<file path="src/rtl/minmax_pkg.sv">
// Shared types and the compare primitive for the min/max reduction tree.
package minmax_pkg;

    typedef enum logic {MM_MIN = 1'b0, MM_MAX = 1'b1} mm_mode_e;

    localparam int unsigned MM_DEFAULT_WIDTH = 8;
    // Operands are extended to this width before comparing; lane words must not exceed it.
    localparam int unsigned MM_CMP_W = 64;

    // Returns 1 when b strictly beats a; equal values keep a (the lower lane).
    function automatic logic mm_sel(
        input logic [MM_CMP_W-1:0] a,
        input logic [MM_CMP_W-1:0] b,
        input mm_mode_e            mode,
        input logic                signed_cmp
    );
        logic b_lt;
        logic b_gt;
        if (signed_cmp) begin
            b_lt = ($signed(b) < $signed(a));
            b_gt = ($signed(b) > $signed(a));
        end else begin
            b_lt = (b < a);
            b_gt = (b > a);
        end
        return (mode == MM_MAX) ? b_gt : b_lt;
    endfunction

endpackage

</file>
<file path="src/rtl/minmax_cmp2.sv">
// Combinational two-input min/max node; optional lane index under MINMAX_INDEX_EN.
module minmax_cmp2 import minmax_pkg::*; #(
    parameter int unsigned WIDTH  = MM_DEFAULT_WIDTH,
`ifdef MINMAX_INDEX_EN
    parameter int unsigned IDXW   = 2,
`endif
    parameter bit          SIGNED = 1'b0
) (
    input  logic [WIDTH-1:0] a_i,
    input  logic [WIDTH-1:0] b_i,
`ifdef MINMAX_INDEX_EN
    input  logic [IDXW-1:0]  a_idx_i,
    input  logic [IDXW-1:0]  b_idx_i,
    output logic [IDXW-1:0]  y_idx_o,
`endif
    input  logic             mode_i,
    output logic [WIDTH-1:0] y_o
);

    logic [MM_CMP_W-1:0] a_x;
    logic [MM_CMP_W-1:0] b_x;
    logic                b_wins;

    always_comb begin
        if (SIGNED) begin
            a_x = MM_CMP_W'($signed(a_i));
            b_x = MM_CMP_W'($signed(b_i));
        end else begin
            a_x = MM_CMP_W'(a_i);
            b_x = MM_CMP_W'(b_i);
        end
        b_wins = mm_sel(a_x, b_x, mm_mode_e'(mode_i), SIGNED);
        y_o    = b_wins ? b_i : a_i;
`ifdef MINMAX_INDEX_EN
        y_idx_o = b_wins ? b_idx_i : a_idx_i;
`endif
    end

endmodule

</file>
<file path="src/rtl/min_max_tree_pipe.sv">
// Pipelined NUM_IN-lane min/max reduction, one register row per tree level.
// Define MINMAX_INDEX_EN to carry lane indices and expose out_index.
module min_max_tree_pipe import minmax_pkg::*; #(
    parameter int unsigned WIDTH  = MM_DEFAULT_WIDTH,
    parameter int unsigned NUM_IN = 4,
    parameter bit          SIGNED = 1'b0
) (
    input  logic                      clk,
    input  logic                      rst_n,
    input  logic                      in_valid,
    output logic                      in_ready,
    input  logic                      in_mode,
    input  logic [NUM_IN*WIDTH-1:0]   in_data,
    output logic                      out_valid,
    input  logic                      out_ready,
`ifdef MINMAX_INDEX_EN
    output logic [$clog2(NUM_IN)-1:0] out_index,
`endif
    output logic [WIDTH-1:0]          out_data
);

    localparam int unsigned LEVELS = $clog2(NUM_IN);
    localparam int unsigned NODES  = NUM_IN - 1;

    // All tree nodes packed flat: level k occupies nodes [NUM_IN-(NUM_IN>>k) +: NUM_IN>>(k+1)].
    logic [NODES*WIDTH-1:0]  tree_d;
    logic [NODES*WIDTH-1:0]  tree_q;
`ifdef MINMAX_INDEX_EN
    logic [NODES*LEVELS-1:0] idx_d;
    logic [NODES*LEVELS-1:0] idx_q;
`endif
    logic [LEVELS-1:0]       valid_d;
    logic [LEVELS-1:0]       valid_q;
    logic [LEVELS-1:0]       mode_src;
    logic                    stall;
    logic                    advance;

    always_comb begin
        stall    = valid_q[LEVELS-1] & ~out_ready;
        advance  = ~stall;
        in_ready = ~stall;
    end

    always_comb begin
        valid_d    = '0;
        valid_d[0] = in_valid;
        for (int unsigned k = 1; k < LEVELS; k++) begin
            valid_d[k] = valid_q[k-1];
        end
    end

    // mode_src[k] is the mode of the beat feeding level k's comparators this cycle.
    if (LEVELS > 1) begin : g_mode
        logic [LEVELS-2:0] mode_q;
        always_ff @(posedge clk or negedge rst_n) begin
            if (!rst_n) begin
                mode_q <= '0;
            end else if (advance) begin
                mode_q <= mode_src[LEVELS-2:0];
            end
        end
        assign mode_src = {mode_q, in_mode};
    end else begin : g_mode1
        assign mode_src = in_mode;
    end

    for (genvar k = 0; k < LEVELS; k++) begin : g_lvl
        localparam int unsigned CNT = NUM_IN >> (k + 1);
        localparam int unsigned DST = NUM_IN - (NUM_IN >> k);
        localparam int unsigned SRC = (k == 0) ? 0 : NUM_IN - ((2 * NUM_IN) >> k);

        for (genvar n = 0; n < CNT; n++) begin : g_node
            logic [WIDTH-1:0]  a;
            logic [WIDTH-1:0]  b;
`ifdef MINMAX_INDEX_EN
            logic [LEVELS-1:0] a_idx;
            logic [LEVELS-1:0] b_idx;
`endif
            if (k == 0) begin : g_leaf
                assign a = in_data[(2*n)*WIDTH +: WIDTH];
                assign b = in_data[(2*n+1)*WIDTH +: WIDTH];
`ifdef MINMAX_INDEX_EN
                assign a_idx = LEVELS'(2*n);
                assign b_idx = LEVELS'(2*n+1);
`endif
            end else begin : g_inner
                assign a = tree_q[(SRC+2*n)*WIDTH +: WIDTH];
                assign b = tree_q[(SRC+2*n+1)*WIDTH +: WIDTH];
`ifdef MINMAX_INDEX_EN
                assign a_idx = idx_q[(SRC+2*n)*LEVELS +: LEVELS];
                assign b_idx = idx_q[(SRC+2*n+1)*LEVELS +: LEVELS];
`endif
            end

            minmax_cmp2 #(
                .WIDTH   (WIDTH),
`ifdef MINMAX_INDEX_EN
                .IDXW    (LEVELS),
`endif
                .SIGNED  (SIGNED)
            ) u_cmp (
                .a_i     (a),
                .b_i     (b),
`ifdef MINMAX_INDEX_EN
                .a_idx_i (a_idx),
                .b_idx_i (b_idx),
                .y_idx_o (idx_d[(DST+n)*LEVELS +: LEVELS]),
`endif
                .mode_i  (mode_src[k]),
                .y_o     (tree_d[(DST+n)*WIDTH +: WIDTH])
            );
        end
    end

    always_ff @(posedge clk or negedge rst_n) begin
        if (!rst_n) begin
            valid_q <= '0;
            tree_q  <= '0;
`ifdef MINMAX_INDEX_EN
            idx_q   <= '0;
`endif
        end else if (advance) begin
            valid_q <= valid_d;
            tree_q  <= tree_d;
`ifdef MINMAX_INDEX_EN
            idx_q   <= idx_d;
`endif
        end
    end

    always_comb begin
        out_valid = valid_q[LEVELS-1];
        out_data  = tree_q[(NODES-1)*WIDTH +: WIDTH];
`ifdef MINMAX_INDEX_EN
        out_index = idx_q[(NODES-1)*LEVELS +: LEVELS];
`endif
    end

endmodule
</file>
<file path="config.mk">
export PLATFORM = sky130hd
export DESIGN_NAME = min_max_tree_pipe
export DESIGN_NICKNAME = d
export VERILOG_FILES = /design/src/rtl/minmax_pkg.sv /design/src/rtl/minmax_cmp2.sv /design/src/rtl/min_max_tree_pipe.sv
export SDC_FILE = /design/constraint.sdc
export NUM_CORES = 1
export LEC_CHECK = 0
export CAP_MARGIN = 10
export CORE_MARGIN = 2
export CORE_UTILIZATION = 56
export CTS_BUF_LIST = sky130_fd_sc_hd__clkbuf_16
export CTS_CLUSTER_SIZE = 12
export DETAILED_ROUTE_END_ITERATION = 12
export GPL_ROUTABILITY_DRIVEN = 0
export PLACE_DENSITY = 0.85
export SLEW_MARGIN = 20
export SYNTH_ARGS = -nofsm -noshare
export SYNTH_HDL_FRONTEND = slang
export SYNTH_HIERARCHICAL = 1
export SYNTH_SLANG_ARGS = --single-unit
</file>
<file path="constraint.sdc">
create_clock -name clk -period 5.2 [get_ports clk]
set_input_delay 1.04 -clock clk [delete_from_list [all_inputs] [get_ports clk]]
set_output_delay 1.04 -clock clk [all_outputs]
set_load 0.02 [all_outputs]
</file>
Word-level counts from Yosys, hierarchy flattened
Index checks and enable logic that the tools add are counted.
{ "totals": {"regBits": 27, "input_bits": 37, "output_inout_bits": 10, "elab_cells": 18} }
{ "op_classes": {"n_lt_le_gt_ge": 6, "mux": 6, "n_bitwise": 3} }
{ "ops": {"columns": ["operator", "n"], "rows": [
  ["$gt 8x8->1", 3],
  ["$lt 8x8->1", 3],
  ["$mux 8", 3],
  ["$mux 1", 3],
  ["$not 1->1", 2],
  ["$and 1x1->1", 1]
]} }

Logic depth before layout (Yosys ltp)
Gate-level depths: netlist of the first run.
{ "logic_depth": {"ltp_word": 3, "ltp_mapped": 9, "mapped_depth_nobuf": 8} }

By module
The synthesis of the first run kept the hierarchy.
{ "modules_own_cells": {"columns": ["module", "instances", "cells_each", "area_per_inst_um2", "seq_area_each_um2"], "rows": [
  ["min_max_tree_pipe", 1, 67, 1179.9, 675.6],
  ["minmax_cmp2", 3, 40, 364.1, 0.0]
]} }

Least setup slack after synthesis of the first run
OpenSTA, ideal clock, no wires.
{ "synth_path": {"path_kind": "input port to flip-flop", "start": "in in_data[23]", "end": "reg tree_q[10]", "t_arrival_ps": 2658, "t_required_ps": 5075, "setup_slack_ps": 2417, "cell_stages": 9, "n_path_buf": 1, "cell_sequence": "inv_1 > ha_1 > a21oi_2 > o21ai_1 > or2_0 > o211a_1 > buf_6 > mux2_4 > mux2_4"} }
{ "synth_via": {"elab_chain_len": 3, "word_cells_on_any_way": 4, "cone_classes": "order compare (2); mux (2)"} }
{ "synth_lines": {"columns": ["element", "line", "text"], "rows": [
  ["start, declared", "min_max_tree_pipe.sv:13", "input logic [NUM_IN*WIDTH-1:0] in_data,"],
  ["$lt 8x8->1 / $gt 8x8->1 (equally long branches)", "minmax_pkg.sv:23, minmax_pkg.sv:24", null],
  ["$mux 1 *", "minmax_pkg.sv:26", "return (mode == MM_MAX) ? b_gt : b_lt;"],
  ["$mux 8 *", "minmax_cmp2.sv:33", "y_o = b_wins ? b_i : a_i;"],
  ["net tree_d[10]", "min_max_tree_pipe.sv:26", "logic [NODES*WIDTH-1:0] tree_d;"],
  ["end signal, assigned", "min_max_tree_pipe.sv:124", "tree_q <= tree_d;"],
  ["end, declared", "min_max_tree_pipe.sv:27", "logic [NODES*WIDTH-1:0] tree_q;"]
]} }
The timed path passes the listed nets; every way through them passes the cells marked *.
A chain may end at the register's enable or synchronous reset.

Final worst setup path of the first run
{ "layout_path": {"start": "in out_ready", "end": "out in_ready"} }
{ "layout_via": {"elab_chain_len": 3} }
{ "layout_lines": {"columns": ["element", "line", "text"], "rows": [
  ["start, declared", "min_max_tree_pipe.sv:15", "input logic out_ready,"],
  ["$not 1->1", "min_max_tree_pipe.sv:39", "stall = valid_q[LEVELS-1] & ~out_ready;"],
  ["$and 1x1->1", "min_max_tree_pipe.sv:39", null],
  ["$not 1->1", "min_max_tree_pipe.sv:41", "in_ready = ~stall;"],
  ["end, declared", "min_max_tree_pipe.sv:11", "output logic in_ready,"]
]} }
Every way passes these cells.

==> flow_summary.toml, run 1 <==
[worst_setup_path]
end_kind = "primary output"
cp-start-kind = "input pin"
required_ns = 4.16
cp_max_fo = 28
crit_arrival_ns = 2.65
r2r_cells = 8
startpoint = "out_ready"
r2r-start = "tree_q[5]"
crit_type = "in2out"

[cts]
h-tree-depth = 1
cts_buffers = 3
cts_hold_buf = 0
root_buffer = "clkbuf_16"
path_clk_slew_ns = 0.06
cts_buffer_depth = 2
cts_resized = 0
clock_latency_ns = 0.26
cts.sink_count = 27
cts_tree = "built"
post_cts_buffers = 0

[final_layout]
nets = 287
syn_to_final_growth_pct = 20.4
antenna_cells = 0
layout-drive-gt1-share_pct = 29.3
fillers = 304
finalNonFillerCells = 275
final_area_sq_um = 2740

[power_and_ir_drop]
peakVddDrop_uv = 172
p_per_area_nw_per_um2 = 339
power_uw = 926
p_leak_uw = 0.00134

[timing]
min_period_ns = 3.69
setup_tns_ns = 0
fin_crit_sh_pct = 70.9
slew_violations = 0
fmax_ghz = 0.271
setup_violations = 0
slew_headroom_pct = 68.6
whs_ns = 0.460
skew_ns = 0.00213
rsz0062_at_grt = "false"
hold_viol = 0
worstMarginPinSlew_ns = 0.471

[route]
wl_per_cell_um = 14.9
routed_wl_um = 4090
drtPass1Iterations = 4
ant_nets = 0
vias_per_cell = 5.45
via_count = 1500
drc_errors = 0
first_iter_violations = 49

[worst_hold_path]
hp-class = "reg2reg"
min_from = "valid_q[0]"
whs_path_depth = 1

[placed_design]
hpwl_um = 3300
dpl_cell_area_sq_um = 2660
port_buffers = 46
placed_cells_incl_taps = 271

[logic_synthesis]
synth.ff_latch_count = 27
synthesis.nets = 248
synthCells = 187
ys_seq_area_share_pct = 29.7
synth.avg_cell_area_sq_um = 12.2
yosys_warnings = 6
synth.cell_area_sq_um = 2270
synth_cell_types = 21

[global_routing]
grt_max_degree = 29
grt_use_total_pct = 19.8
grt_pass1_wl_um = 6760
grt_pass1_vias = 1502
antenna_found_initial = 0
overflow = 0

[job]
max_cap_viol_count = 0

[die]
die_w_um = 67.7
rows = 23
io_pins = 47
fp.dieH_um = 67.7
core_sq_um = 3940
dieArea_sq_um = 4580
start_util_pct = 57.6

[outcome]
status = "complete, no violations"
[registers in the layout (all words and copies together) (netlist names)]
register and flops:
g_mode.mode_q 1, valid_q 2, tree_q 24
[per-layer routing]
metal	wire length (um)	vias to the layer above	global-route usage, %
li1	-	730	-
met1	1680	726	23.5
met2	2220	39	36.6
met3	133	5	2.00
met4	58	0	6.89
met5	0	-	0
[layout make-up]
| type | instances | area, sq um | area share (%) |
|---|---|---|---|
| multi-input combinational | 121 | 1350 | 49.3 |
| sequential | 27 | 676 | 24.7 |
| timing repair buffer | 48 | 475 | 17.4 |
| inverter | 25 | 93.8 | 3.43 |
| clock buffer | 3 | 75.1 | 2.74 |
| tap | 50 | 62.6 | 2.29 |
| clock inverter | 1 | 3.75 | 0.137 |
[power by group]
part | switching, uW | internal [uW]
combinational | 179 | 266
sequential | 43.0 | 267
clock | 68.4 | 103
[final timing paths]
kind	end	slack (ns)
min in group asynchronous	valid_q[1]	1.15
max in group asynchronous	tree_q[9]	3.80
worst max register to register	tree_q[20]	2.78
worst max-delay path	in_ready	1.51
worst min-delay path	valid_q[1]	0.46
worst min register to register	valid_q[1]	0.46
[placed cells by master (no fill, tap or decap), drive strengths merged, types with 6 or more instances in the layout]
master / count
a21oi: 12
clkdlybuf4s50: 46
dfrtp: 27
ha: 24
inv: 26
mux2: 50
nand2: 6
nand4: 6
o211ai: 6
[per-stage QoR]
step                setup WS (ns)  util [%]
floorplan                    2.42         -
global placement             1.56      67.4
detailed placement           1.50      67.4
CTS                          1.50      69.4
global route                 1.44      69.4
finish                       1.51      69.4
[synthesized netlist by cell type, drive strengths merged]
cell type | instances | area [sq um]
o211ai | 6 | 60.1
a21oi | 12 | 71.3
nand2 | 6 | 22.5
ha | 24 | 300
nand4 | 6 | 37.5
buf | 14 | 154
dfrtp | 27 | 676
o211a | 3 | 30.0
inv | 25 | 93.8
o21ai | 3 | 15.0
a211o | 3 | 26.3
mux2 | 50 | 721
or2 | 4 | 25.0
nor2b | 4 | 40.0
[logic make-up after synthesis]
| kind of cell | share of synthesized area [%] |
|---|---|
| mux | 31.7 |
| buf+inv | 10.9 |
| compound gates | 8.92 |
| flops | 29.7 |
| fa+ha+maj | 13.2 |
| simple gates | 5.51 |
[worst max-delay path: stages]
cell and delay, ns:
clkdlybuf4s50_1 0.44, nor2b_4 0.11, buf_4 0.39, inv_1 0.08
clkdlybuf4s50_1 0.55
Power figures use the tool's default switching activity.
==> inputs of run 2 (changes only) <==
--- a/config.mk
+++ b/config.mk
@@ -7,12 +7,12 @@
 export LEC_CHECK = 0
 export CAP_MARGIN = 10
 export CORE_MARGIN = 2
-export CORE_UTILIZATION = 56
+export CORE_UTILIZATION = 52
 export CTS_BUF_LIST = sky130_fd_sc_hd__clkbuf_16
 export CTS_CLUSTER_SIZE = 12
 export DETAILED_ROUTE_END_ITERATION = 12
 export GPL_ROUTABILITY_DRIVEN = 0
-export PLACE_DENSITY = 0.85
+export PLACE_DENSITY = 0.8
 export SLEW_MARGIN = 20
 export SYNTH_ARGS = -nofsm -noshare
 export SYNTH_HDL_FRONTEND = slang
==> constraint.sdc (replaced) <==
create_clock -name clk -period 3.56 [get_ports clk]
set_input_delay 0.712 -clock clk [delete_from_list [all_inputs] [get_ports clk]]
set_output_delay 0.712 -clock clk [all_outputs]
set_load 0.02 [all_outputs]
==> flow_summary.toml, run 2 (same netlist as run 1, synthesis figures left out) <==
[route]
routed_wl_um = 3750
wl_per_cell_um = 13.5
vias_per_cell = 5.30
drc_errors = 0
drtPass1Iterations = 4
first_iter_violations = 24
via_count = 1469
ant_nets = 0

[timing]
hold_viol = 0
slew_headroom_pct = 70.1
setup_tns_ns = 0
whs_ns = 0.463
skew_ns = 0.00480
setup_violations = 0
rsz0062_at_grt = "false"
slew_violations = 0
min_period_ns = 2.92
fmax_ghz = 0.342
fin_crit_sh_pct = 82.2
worstMarginPinSlew_ns = 0.449

[global_routing]
grt_max_degree = 28
grt_pass1_wl_um = 6620
grt_use_total_pct = 16.5
grt_pass1_vias = 1489
antenna_found_initial = 0
overflow = 0

[worst_setup_path]
crit_slowest_cell = "clkdlybuf4s50_1"
crit_path_cell_trace = "clkdlybuf4s50_1 > inv_1 > ha_1 > nor2b_2 > o211ai_2 > a211o_1 > o211a_1 > mux2_4 > mux2_4"
r2r_cells = 8
critPathMostFrequentCell = "mux2_4"
required_ns = 3.70
end_kind = "flop"
slowest_delay_ns = 0.48
crit_type = "in2reg"
cp-start-kind = "input pin"
cp_max_fo = 8
crit_arrival_ns = 3.07

[final_layout]
layout-drive-gt1-share_pct = 29.3
regArea_sq_um = 676
final_common_cell = "clkdlybuf4s50_1"
reg_top3 = "tree_q: 24 flops, valid_q: 2 flops, g_mode.mode_q: 1 flops"
multi_input_area_sq_um = 1350
largest_register = "tree_q"
syn_to_final_growth_pct = 20.5
nets = 287
fillers = 358
antenna_cells = 0
final_area_sq_um = 2740
post-route-util_pct = 63.8
finalNonFillerCells = 277
largest_reg_flops = 24
most-common-layout-cells = "clkdlybuf4s50_1 (46), mux2_4 (42), dfrtp_1 (27)"

[die]
rows = 24
start_util_pct = 52.9
io_pins = 47
core_sq_um = 4290
fp.dieH_um = 70.1
dieArea_sq_um = 4910
die_w_um = 70.1

[outcome]
status = "complete, no violations"

[cts]
root_buffer = "clkbuf_16"
path_clk_slew_ns = 0.06
post_cts_buffers = 0
cts_tree = "built"
clock_latency_ns = 0.26
cts.sink_count = 27
h-tree-depth = 1
cts_resized = 0
cts_buffer_depth = 2
cts_hold_buf = 0
cts_buffers = 3

[placed_design]
dpl_cell_area_sq_um = 2660
port_buffers = 46
hpwl_um = 3030
placed_cells_incl_taps = 273

[worst_hold_path]
whs_path_depth = 1
hp-class = "reg2reg"

[power_and_ir_drop]
p_leak_uw = 0.00134
peakVddDrop_uv = 220
p_per_area_nw_per_um2 = 489

[job]
max_cap_viol_count = 0
-- run 2: cell counts in the layout (fill, tap and decap cells not counted) --
Identical to the previous run, type by type.
-- run 2: cell type report --
class	instances	share of cell area, %
Clock buffer	3	2.74
Clock inverter	1	0.137
Inverter	25	3.43
Multi-Input combinational cell	121	49.3
Sequential cell	27	24.7
Tap cell	52	2.38
Timing Repair Buffer	48	17.4
-- run 2: routing by layer --
layer / GRT usage [%] / vias up / wire length, um
met5: 0 / - / 0
met4: 6.20 / 0 / 78
met3: 1.88 / 8 / 116
met2: 29.3 / 35 / 1900
met1: 20.4 / 698 / 1650
li1: - / 728 / -
-- run 2: worst paths after layout --
path	from	slack, ns	end
worst min-delay path	valid_q[0]	0.46	valid_q[1]
worst min register to register	valid_q[0]	0.46	valid_q[1]
worst max register to register	tree_q[7]	1.20	tree_q[20]
max in group asynchronous	rst_n	2.48	tree_q[13]
worst max-delay path	in_data[17]	0.64	tree_q[13]
min in group asynchronous	rst_n	0.82	valid_q[0]
-- run 2: stage by stage --
step                      setup WS, ns  power, uW
final                            0.635       1340
after global routing             0.542       1420
after CTS                        0.630       1350
after detailed placement         0.367       1100
after global placement           0.411       1080
after floorplan                   1.11        981
-- run 2: worst max-delay path, delay by kind of cell --
kind | cells | cell delay, ns
buffers and inverters | 2 | 0.53
and+or+nand+nor | 1 | 0.16
adders and majority gates | 1 | 0.29
muxes | 2 | 0.60
AOI/OAI and AO/OA | 3 | 0.77
-- run 2: power breakdown --
group	total [uW]	internal (uW)	switching (uW)
Sequential	450	390	60.2
Clock	248	150	97.4
Combinational	641	387	254
Total	1340	928	412
==> inputs of run 3 (changes only) <==
==> constraint.sdc (replaced) <==
create_clock -name clk -period 3 [get_ports clk]
set_input_delay 0.6 -clock clk [delete_from_list [all_inputs] [get_ports clk]]
set_output_delay 0.6 -clock clk [all_outputs]
set_load 0.02 [all_outputs]
==> flow_summary.toml, run 3 (same netlist as run 1, synthesis figures left out) <==
[outcome]
status = "complete, no violations"

[cts]
root_buffer = "clkbuf_16"
cts.sink_count = 27
post_cts_buffers = 0
cts_buffers = 3
cts_hold_buf = 0
cts_resized = 0
path_clk_slew_ns = 0.06
cts_buffer_depth = 2
clock_latency_ns = 0.26
cts_tree = "built"
h-tree-depth = 1

[global_routing]
grt_pass1_vias = 1479
grt_max_degree = 28
grt_pass1_wl_um = 6670
overflow = 0
antenna_found_initial = 0
grt_use_total_pct = 16.8

[timing]
hold_viol = 0
min_period_ns = 2.81
setup_tns_ns = 0
layout_setup_ws_ns = 0.190
setup_violations = 0
worstMarginPinSlew_ns = 0.457
skew_ns = 0.00160
fin_crit_sh_pct = 93.7
fmax_ghz = 0.356
slew_headroom_pct = 69.5
slew_violations = 0
rsz0062_at_grt = "false"

[final_layout]
finalNonFillerCells = 277
syn_to_final_growth_pct = 20.5
post-route-util_pct = 63.8
most-common-layout-cells = "clkdlybuf4s50_1 (46), mux2_4 (42), dfrtp_1 (27)"
largest_register = "tree_q"
layout-drive-gt1-share_pct = 29.3
reg_top3 = "tree_q: 24 flops, valid_q: 2 flops, g_mode.mode_q: 1 flops"
nets = 287
antenna_cells = 0
largest_reg_flops = 24
final_common_cell = "clkdlybuf4s50_1"

[worst_setup_path]
cp-start-kind = "input pin"
crit_arrival_ns = 2.96
cp_max_fo = 8
required_ns = 3.15
crit_type = "in2reg"
r2r_slack_ns = 0.58
end_kind = "flop"

[power_and_ir_drop]
p_leak_uw = 0.00134
p_per_area_nw_per_um2 = 583
peakVddDrop_uv = 279

[job]
max_cap_viol_count = 0

[route]
first_iter_violations = 42
vias_per_cell = 5.34
wl_per_cell_um = 14.2
drc_errors = 0
drtPass1Iterations = 4
routed_wl_um = 3940
ant_nets = 0
via_count = 1480

[die]
start_util_pct = 52.9
rows = 24
dieArea_sq_um = 4910
fp.dieH_um = 70.1
core_sq_um = 4290
io_pins = 47
die_w_um = 70.1

[worst_hold_path]
hp-class = "reg2reg"

[placed_design]
place_worst_setup_slack_ns = -0.0853
hpwl_um = 3160
port_buffers = 46
placed_cells_incl_taps = 273
## run 3: per-layer routing
layer  track usage [%]  part of all wire, %  vias up
met5                 0                    0        -
met4              5.34                  1.0        0
met3              2.16                  2.3        5
met2              30.1                   50       30
met1              21.0                   46      712
li1                  -                    -      733
## run 3: path summary, 6_finish.rpt
kind                        startpoint          to  depth (start not counted)
hold / removal              valid_q[0]  valid_q[1]                          1
setup / recovery           in_data[23]  tree_q[10]                          9
hold reg to reg             valid_q[0]  valid_q[1]                          1
min in group asynchronous        rst_n  tree_q[19]                          2
max in group asynchronous        rst_n   tree_q[0]                          2
setup reg to reg             tree_q[7]  tree_q[17]                          8
## run 3: through the flow
stage | hold WS [ns] | power (uW) | area, sq um
2_1_floorplan | 0.304 | 1160 | 2270
3_3_place_gp | 0.443 | 1280 | 2660
3_5_place_dp | 0.466 | 1310 | 2660
4_1_cts | 0.481 | 1610 | 2740
5_1_grt | 0.510 | 1690 | 2740
6_report | 0.482 | 1600 | 2740
## run 3: worst max-delay path, cell delays in order
cell and delay [ns]:
clkdlybuf4s50_1 0.48, inv_1 0.05, ha_1 0.34, a21oi_2 0.16
o21ai_1 0.11, or2_0 0.21, o211a_1 0.39, mux2_4 0.36
mux2_4 0.26
## run 3: area by class of cell
class                   instances  area [sq um]
clock buffers                   3          75.1
fillers                       338          1560
well taps                      52          65.1
multi-input cells             121          1350
inverters                      25          93.8
flip-flops and latches         27           676
repair buffers                 48           475
clock inverters                 1          3.75
## run 3: report_power, final
group | switching, uW | internal, uW
clock | 118 | 178
combinational | 304 | 459
sequential | 72.0 | 463
==> RTL edit (flow settings as in run 2) <==
Register the input `in_mode` before use. The logic sees it one clock later. The other inputs are not delayed to match.
--- a/src/rtl/min_max_tree_pipe.sv
+++ b/src/rtl/min_max_tree_pipe.sv
@@ -21,6 +21,12 @@
 
     localparam int unsigned LEVELS = $clog2(NUM_IN);
     localparam int unsigned NODES  = NUM_IN - 1;
+
+    logic in_mode_q;
+
+    always_ff @(posedge clk) begin
+        in_mode_q <= in_mode;
+    end
 
     // All tree nodes packed flat: level k occupies nodes [NUM_IN-(NUM_IN>>k) +: NUM_IN>>(k+1)].
     logic [NODES*WIDTH-1:0]  tree_d;
@@ -59,9 +65,9 @@
                 mode_q <= mode_src[LEVELS-2:0];
             end
         end
-        assign mode_src = {mode_q, in_mode};
+        assign mode_src = {mode_q, in_mode_q};
     end else begin : g_mode1
-        assign mode_src = in_mode;
+        assign mode_src = in_mode_q;
     end
 
     for (genvar k = 0; k < LEVELS; k++) begin : g_lvl
Formal check against the unedited RTL: not equivalent (Yosys sat finds a counterexample within 4 cycles, from zero or initial values and one cycle with rst_n low).
==> RTL edit against run 2 <==
Utilization grew 1.1 points. Wire length grew 5.5%. Synthesized area is 0.88% higher. Final area is 1.7% higher. Critical path type unchanged. Critical endpoint is now tree_q[12]. Total power increased by 8.1%. Hold slack gained 4.5 ps. Sequential cell count grew 1. Setup slack gained 19 ps. Largest cell class unchanged. Global-route usage increased by 0.49 points.
==> RTL edit: results (changes against run 2) <==
| Metric | Value |
|---|---|
| Status | finished, final reports clean (unchanged) |
| Post-synth net total | 249 (was 248) |
| Peak VDD IR | 0.296 mV (was 0.220 mV) |
| DR iter-0 viols | 95 (was 24) |
| All-Layer GR Usage | 17.0% (was 16.5%) |
| Adder-Cell Fraction of Synth Area | 13.1% (was 13.2%) |
| Seq/Total Area, Yosys | 30.3% (was 29.7%) |
| Post-DP HPWL | 3.10 mm (was 3.03 mm) |
| Top cells by count, synth | mux2_4, dfrtp_1, inv_1 (unchanged) |
| Distinct cells, synth | 22 (was 21) |
| Clock skew | 1.99 ps (was 4.80 ps) |
| Via Count | 1451 (was 1469) |
| Placed cells | 274 (was 273) |
| ANT cells | 0 (unchanged) |
| Post-cts resize count | 0 (unchanged) |
| Layout cells sized above 1 | 29.6% (was 29.3%) |
| Crit Path Max Fanout | 8 (unchanged) |
| Worst EP arrival | 3060 ps (was 3070 ps) |
| Tightest Pin Transition | 466 ps (was 449 ps) |
| First-pass GRT wire length | 6.76 mm (was 6.62 mm) |
| Top Family by Delay on Critical Path | compound AO/OA/AOI/OAI gates (unchanged) |
| Int Pwr | 1.01 mW (was 0.928 mW) |
| Port Buffer Count | 46 (unchanged) |
| Vias per Instance | 5.22 (was 5.30) |
| Async S/R FF share, synth | 96.4% (was 100%) |
| Pre-antenna DRT Iters | 5 (was 4) |
| Final WL | 3.96 mm (was 3.75 mm) |
| Mux contribution to synthesized area | 31.4% (was 31.7%) |
| Ranking of synthesized cells by area | dfrtp_1, mux2_4, ha_1 (unchanged) |
| Biggest regs | tree_q (24), valid_q (2) (was tree_q (24), valid_q (2), g_mode.mode_q (1)) |
| Area fraction in compound gates after synthesis | 8.84% (was 8.92%) |
| # fillers | 340 (was 358) |
| Synth Instances | 188 (was 187) |
| Place WS | 373 ps (was 367 ps) |
| Finished Core Util | 64.8% (was 63.8%) |
| Yosys warns | 6 (unchanged) |
| Leakage | 1.36 nW (was 1.34 nW) |
| Placed cell areas | 2680 sq um (was 2660 sq um) |
| Nets | 288 (was 287) |
| Slowest Stage Delay on Critical Path | 480 ps (about the same) |
-- RTL edit: changes by cell type in the layout (fill, tap and decap cells not counted) --
cell       change
bufinv_16      +1
dfxtp_1        +1
inv_1          -1
-- RTL edit: layout make-up --
class	instances	area share (%)
clock inverters	1	1.08
inverters	25	3.37
clock buffers	3	2.70
flip-flops and latches	28	25.0
multi-input cells	121	48.4
well taps	52	2.34
repair buffers	48	17.1
-- RTL edit: kinds of logic (layout without fill, tap and decap cells) --
family          after synthesis  after routing
compound gates               27             27
flops                        28             28
fa+ha+maj                    24             24
buf+inv                      39             77
simple gates                 20             20
mux                          50             50
-- RTL edit: path summary, 6_finish.rpt --
kind                                   from          to  slack [ps]  cells past startpoint
worst max-delay path            in_data[17]  tree_q[12]         650                      9
worst min-delay path             valid_q[0]  valid_q[1]         470                      1
worst max register to register    tree_q[7]  tree_q[20]        1160                      8
worst min register to register   valid_q[0]  valid_q[1]         470                      1
max in group asynchronous             rst_n   tree_q[3]        2490                      2
min in group asynchronous             rst_n  tree_q[16]         820                      2
-- RTL edit: power groups by stage --
stage | sequential [mW] | clock [mW] | combinational (mW)
6_report | 0.466 | 0.336 | 0.645
5_1_grt | 0.478 | 0.349 | 0.695
4_1_cts | 0.467 | 0.334 | 0.653
3_5_place_dp | 0.473 | 0 | 0.646
3_3_place_gp | 0.469 | 0 | 0.627
2_1_floorplan | 0.449 | 0 | 0.545
-- RTL edit: worst reg2reg max path, delay by kind of cell, from the launching register on --
kind                       cells  cell delay (ps)
AOI/OAI and AO/OA              3              640
muxes                          2              630
DFF                            1              400
adders and majority gates      1              350
and+or+nand+nor                1              200
buffers and inverters          1               70
-- RTL edit: routing by layer --
metal / GRT usage (%) / part of all wire [%] / up-vias
met5: 0 / 0 / -
met4: 3.85 / 1.0 / 0
met3: 2.60 / 4.4 / 4
met2: 29.5 / 51 / 37
met1: 22.1 / 44 / 678
li1: - / - / 732
